[src/rtl/design_out_misr.sv]
// Output-compaction MISR: after an optional settle period, folds WINDOW samples of
// the upstream output word into a signature and counts sample-to-sample changes.
module design_out_misr #(
  parameter int               WIDTH  = 32,
  parameter int               WINDOW = 64,
  parameter int               SETTLE = 10,
  parameter logic [WIDTH-1:0] POLY   = 32'h04C11DB7
) (
  input  logic             clk,
  input  logic             rst,
  input  logic [WIDTH-1:0] in,
  input  logic             start,
  output logic             busy,
  output logic [WIDTH-1:0] sig,
  output logic             sig_valid,
  output logic [15:0]      toggles
);

  typedef enum logic [1:0] {
    ST_IDLE,
    ST_SETTLE,
    ST_ACCUM,
    ST_DONE
  } state_t;

  localparam bit          HAS_SETTLE  = (SETTLE > 0);
  localparam logic [7:0]  SETTLE_LOAD = 8'((SETTLE > 0) ? SETTLE - 1 : 0);
  localparam logic [15:0] LAST_SAMPLE = 16'(WINDOW - 1);

  state_t           state, state_nxt;
  logic [7:0]       settle_cnt;
  logic [15:0]      sample_cnt;
  logic [WIDTH-1:0] prev;
  logic [WIDTH-1:0] sig_nxt;

  assign sig_nxt   = (sig << 1) ^ (sig[WIDTH-1] ? POLY : '0) ^ in;
  assign busy      = (state == ST_SETTLE) || (state == ST_ACCUM);
  assign sig_valid = (state == ST_DONE);

  // A start pulse restarts the run from any state, so it is tested before the case.
  always_comb begin
    state_nxt = state;
    if (start) begin
      state_nxt = HAS_SETTLE ? ST_SETTLE : ST_ACCUM;
    end else begin
      case (state)
        ST_SETTLE: if (settle_cnt == 8'd0) state_nxt = ST_ACCUM;
        ST_ACCUM:  if (sample_cnt == LAST_SAMPLE) state_nxt = ST_DONE;
        default:   state_nxt = state;
      endcase
    end
  end

  always_ff @(posedge clk) begin
    if (!rst) state <= ST_IDLE;
    else      state <= state_nxt;
  end

  always_ff @(posedge clk) begin
    if (!rst) begin
      sig        <= '0;
      toggles    <= 16'd0;
      prev       <= '0;
      sample_cnt <= 16'd0;
      settle_cnt <= 8'd0;
    end else if (start) begin
      sig        <= '0;
      toggles    <= 16'd0;
      prev       <= '0;
      sample_cnt <= 16'd0;
      settle_cnt <= SETTLE_LOAD;
    end else begin
      case (state)
        ST_SETTLE: begin
          if (settle_cnt != 8'd0) settle_cnt <= settle_cnt - 8'd1;
        end
        ST_ACCUM: begin
          sig        <= sig_nxt;
          prev       <= in;
          sample_cnt <= sample_cnt + 16'd1;
          // Saturate rather than wrap so a huge window never reports a small count.
          if ((in != prev) && (toggles != 16'hFFFF)) toggles <= toggles + 16'd1;
        end
        default: ;
      endcase
    end
  end

endmodule

[config.mk]
export PLATFORM = sky130hd
export DESIGN_NAME = design_out_misr
export DESIGN_NICKNAME = d
export VERILOG_FILES = /design/src/rtl/design_out_misr.sv
export SDC_FILE = /design/constraint.sdc
export NUM_CORES = 1
export LEC_CHECK = 0
export ABC_AREA = 1
export BUFFER_PORTS_ARGS = -buffer_cell sky130_fd_sc_hd__buf_2
export CORE_UTILIZATION = 57
export CTS_CLUSTER_SIZE = 8
export DETAILED_ROUTE_END_ITERATION = 12
export PLACE_DENSITY = 0.8
export SLEW_MARGIN = 30
export SYNTH_ARGS = -nofsm -noshare
export SYNTH_HDL_FRONTEND = slang
export SYNTH_SLANG_ARGS = --single-unit
export TNS_END_PERCENT = 20
[constraint.sdc]
create_clock -name clk -period 2 [get_ports clk]
set_input_delay 0.4 -clock clk [delete_from_list [all_inputs] [get_ports clk]]
set_output_delay 0.4 -clock clk [all_outputs]
set_load 0.1 [all_outputs]
==> impl_metrics.toml, run 1 <==
[hold_path]
min_delay_path_depth = 3
min_path_type = "in2reg"

[setup_path]
path_depth = 9
reg2reg_depth = 9
crit_buf_inv = 1
cp_top_family = "simple AND/OR/NAND/NOR gates"
worstPathCellList = "ha_1, nand2_2, nor3_2, nand3_2, nand3b_2, nand3_1, nand2_1, clkinv_1, nor2_2"
end_kind = "register"
cpMaxStageDelayCell = "nand3b_2"
required_ps = 2260
cp-start-kind = "register"
cp.arrival_ps = 2160
critPathKind = "reg2reg"
crit_fanout = 12
cpPeakStageDelay_ps = 420

[floorplanning]
start_util = 0.593
die_h_um = 100
dieWidth_um = 100
top_level_ports = 85
std_cell_rows = 35
dieArea_mm2 = 0.0101
design.core.area_mm2 = 0.00928

[grt]
gr-max-usage-layer = "met2"
antenna_found_initial = 0
grt_max_degree = 68
grt_usage = 0.252
met1_usage = 0.298
overflow = 0
grt_pass1_vias = 4764
grt_pass1_wl_mm = 20.5
met2_usage = 0.453
grt.met3_usage = 0.0411

[placed_design]
place.gp.congestion = 0.909
dp_hpwl_mm = 8.70
port_buffers = 84
placed_area_mm2 = 0.00605
post-place-cells = 990

[sta]
fin_crit_sh = 0.950
hold_viol = 0
setup_violations = 0
rsz0062_at_grt = "no"
period_minus_slack_ps = 1900
worst_pin_slew_ps = 500
fmax_mhz = 526
timing.setup.tns_ps = 0
slew_viol_final = 0
finalClockSkew_ps = 9.32
relSlewSlack = 0.669
hold_slack_ps = 282

[cells_and_area]
instances_no_fill = 1004
drive_gt1_frac = 0.165
layout.cells.most_common_list = "nand2_1, inv_1, nor2_1"
stdcell_area_mm2 = 0.00625
mostFrequentLayoutCell = "nand2_1"
area_growth_pct = 13.7
fin_nets = 915
n_antenna_cell = 0

[clock_network]
h-tree-depth = 3
cts_made_buffers = 9
cts_sinks = 106
clk_latency_ps = 350
clkSlewWorstSetupHoldPaths_ps = 90
clockRootBuffer = "clkbuf_8"
cts_tree = "yes"
cts_max_path_buffers = 2
cts_hold_buf = 0

[power_and_ir_drop]
max-vdd-ir-drop_v = 0.000378
power.leakage_nw = 2.99
power_mw = 4.10
power.density_mw_per_mm2 = 656

[synthesis]
ys_types = 35
yosysSeqAreaShare = 0.386
synth_area_mm2 = 0.00550
ys_ff_latch = 106
syn_inst = 801
syn_nets = 843
yosys_warnings = 0
syn_area_per_cell_um2 = 6.87

[routing]
drtIter0Drc = 189
vias = 5144
drt_pass1_iterations = 7
ant_nets = 0
drt_wl_total_mm = 12.3
routedWlPerCell_um = 12.3
via_per_inst = 5.12
drc = 0

[run_status]
status = "complete, no violations"

[flow_run]
cap_violations = 0
Yosys cell counts, drive strengths merged:
library cell | n | area, um^2
a31oi | 2 | 12.5
nand2 | 170 | 646
a211oi | 1 | 7.51
inv | 120 | 450
a31o | 1 | 8.76
xnor2 | 37 | 324
clkinv | 7 | 26.3
ha | 7 | 87.6
nor2 | 120 | 470
buf | 17 | 95.1
nand3 | 28 | 150
o221ai | 13 | 114
and3 | 2 | 12.5
dfxtp | 106 | 2120
nor3b | 1 | 7.51
xor2 | 23 | 201
o21a | 1 | 7.51
a21oi | 46 | 234
nand4 | 18 | 119
o21ai | 50 | 250
or2 | 1 | 6.26
nand3b | 1 | 20.0
nor3 | 13 | 70.1
clkbuf | 16 | 60.1
worst register-to-register path, cell delays in order, from the launching register on:
cell	delay (ps)
dfxtp_4	380
ha_1	180
nand2_2	80
nor3_2	260
nand3_2	150
nand3b_2	420
nand3_1	190
nand2_1	60
clkinv_1	50
nor2_2	30
flip-flops by register name, indices dropped and copies added (netlist names):
| register | flops |
|---|---|
| prev | 32 |
| sig | 32 |
| sample_cnt | 16 |
| toggles | 16 |
| settle_cnt | 8 |
| state | 2 |
final timing paths:
| kind | startpoint | end | slack, ps |
|---|---|---|---|
| worst max-delay path | toggles[0] | toggles[15] | 100 |
| worst min-delay path | rst | settle_cnt[3] | 280 |
| worst max register to register | toggles[0] | toggles[15] | 100 |
| worst min register to register | settle_cnt[5] | settle_cnt[5] | 480 |
layout make-up:
| class | count | area, um^2 |
|---|---|---|
| timing repair buffer | 93 | 503 |
| clock buffer | 11 | 151 |
| multi-input combinational | 536 | 2780 |
| fill | 835 | 3030 |
| clock inverter | 2 | 38.8 |
| inverter | 127 | 477 |
| tap | 129 | 161 |
| sequential | 106 | 2140 |
timing repair:
item	in CTS	in global routing
resized for setup	0	1
endpoints found under the setup margin	0	3
setup buffers	0	0
kinds of logic after synthesis:
kind of cell / share of synthesized area
flops: 0.386
compound gates: 0.115
simple gates: 0.273
buf+inv: 0.115
fa+ha+maj: 0.0159
xor+xnor: 0.0955
stage by stage:
stage	util	setup WS, ps
after floorplan	-	5.35
after global placement	0.652	82.2
after detailed placement	0.652	30.0
after CTS	0.672	26.7
after global routing	0.674	10.5
final	0.674	99.3
metal layers:
metal  vias up  wire length (um)
li1       2638                 -
met1      2371              5450
met2       119              6200
met3        16               565
met4         0               123
met5         -                 0
power by group:
part,internal [mW],switching (mW),total [mW]
combinational,0.183,0.425,0.608
sequential,2.15,0.0373,2.19
clock,0.630,0.680,1.31
Power figures use the tool's default switching activity.
==> run 2: changes to the inputs <==
Settings changed: CORE_UTILIZATION 57 to 25, CTS_BUF_LIST set to sky130_fd_sc_hd__clkbuf_4, PLACE_DENSITY 0.8 to unset.
==> run 2 against run 1 <==
Against the previous run: clock skew up 24 ps; highest routed layer is now met5; clock power down 23%; via count down 4.6%; routed wire length up 5.8%; non-clock buffer count up 3; register-to-register slack better by 50 ps.
==> impl_metrics.toml, run 2 (synthesized netlist as in run 1, its figures left out) <==
[setup_path]
cp_top_family = "flip-flops"
required_ps = 1600
cp.arrival_ps = 1490
critPathKind = "reg2out"
crit_buf_inv = 1
end_kind = "output port"
cpPeakStageDelay_ps = 520
crit_fanout = 6
cpMaxStageDelayCell = "dfxtp_1"
worstPathCellList = "buf_2"
cp-start-kind = "register"

[grt]
grt_pass1_wl_mm = 21.5
overflow = 0
grt_usage = 0.121
grt_pass1_vias = 4493
antenna_found_initial = 2
grt_max_degree = 51

[clock_network]
clk_latency_ps = 490
h-tree-depth = 3
cts_setup_buffers = 0
cts_max_path_buffers = 2
cts_made_buffers = 9
cts_tree = "yes"
clockRootBuffer = "clkbuf_4"
cts_hold_buf = 0
clkSlewWorstSetupHoldPaths_ps = 180
cts_sinks = 106

[routing]
ant_nets = 0
drt_pass1_iterations = 4
drt_wl_total_mm = 13.0
routedWlPerCell_um = 11.3
drc = 0
via_per_inst = 4.24
drtIter0Drc = 257
vias = 4906

[cells_and_area]
register_area_mm2 = 0.00214
instances_no_fill = 1158
area_growth_pct = 16.6
nFillCells = 2332
layout.cells.most_common_list = "nand2_1, inv_1, nor2_1"
mostFrequentLayoutCell = "nand2_1"
final_util = 0.301
drive_gt1_frac = 0.170
largest_registers = "prev: 32 flops, sig: 32 flops"
fin_nets = 918
multi_input_area_mm2 = 0.00278

[placed_design]
port_buffers = 84
dp_hpwl_mm = 9.21
place.gp.congestion = 0.811
post-place-cells = 1139

[flow_run]
cap_violations = 0

[sta]
fin_crit_sh = 0.944
worst_pin_slew_ps = 514
period_minus_slack_ps = 1890
fmax_mhz = 530
hold_viol = 0
relSlewSlack = 0.660
slew_viol_final = 0
finalClockSkew_ps = 33.3
setup_violations = 0

[floorplanning]
start_util = 0.259
dieArea_mm2 = 0.0226
dieWidth_um = 150
std_cell_rows = 53
die_h_um = 150
top_level_ports = 85
design.core.area_mm2 = 0.0213

[power_and_ir_drop]
power_mw = 3.82
max-vdd-ir-drop_v = 0.000325
power.density_mw_per_mm2 = 596
power.leakage_nw = 2.98

[hold_path]
min_path_type = "in2reg"

[run_status]
status = "complete, no violations"
run 2: area by class of cell:
type | instances | share of cell area
multi-input combinational | 536 | 0.433
clock buffer | 9 | 0.0105
clock inverter | 7 | 0.00683
tap | 275 | 0.0536
sequential | 106 | 0.334
timing repair buffer | 96 | 0.0862
antenna | 2 | 0.000780
inverter | 127 | 0.0743
run 2: report_power, final:
| part | leakage [nW] | switching, mW | total, mW | internal, mW |
|---|---|---|---|---|
| logic | 2.05 | 0.427 | 0.623 | 0.196 |
| clock network | 0.0651 | 0.756 | 1.01 | 0.253 |
| registers | 0.864 | 0.0365 | 2.19 | 2.15 |
run 2: metal layers:
layer,part of all wire,vias up,track usage
met1,0.50,2154,0.156
met5,0.0010,-,0
met4,0.010,2,0.0318
met2,0.43,79,0.190
li1,-,2658,-
met3,0.057,13,0.0418
run 2: timing repair:
item,4_1_cts,5_1_grt
setup endpoints to repair,2,4
gates resized for setup,5,2
cloned,0,1
run 2: worst paths after layout:
| check | cells after the start | to | start | slack [ps] |
|---|---|---|---|---|
| min | 3 | settle_cnt[3] | rst | 120 |
| max reg2reg | 9 | toggles[6] | toggles[1] | 150 |
| min reg2reg | 2 | settle_cnt[5] | settle_cnt[5] | 470 |
| max | 1 | toggles[12] | toggles[12] | 110 |
run 2: metrics by stage:
step | worst slack [ps] | TNS [ps] | hold WS (ps) | cell area (um^2)
floorplan | 5.35 | 0 | 439 | 5520
global placement | 145 | 0 | 451 | 6270
detailed placement | 150 | 0 | 453 | 6270
CTS | 42.9 | 0 | 76.2 | 6390
global route | -3.47 | -5.72 | 84.0 | 6410
finish | 112 | 0 | 119 | 6410
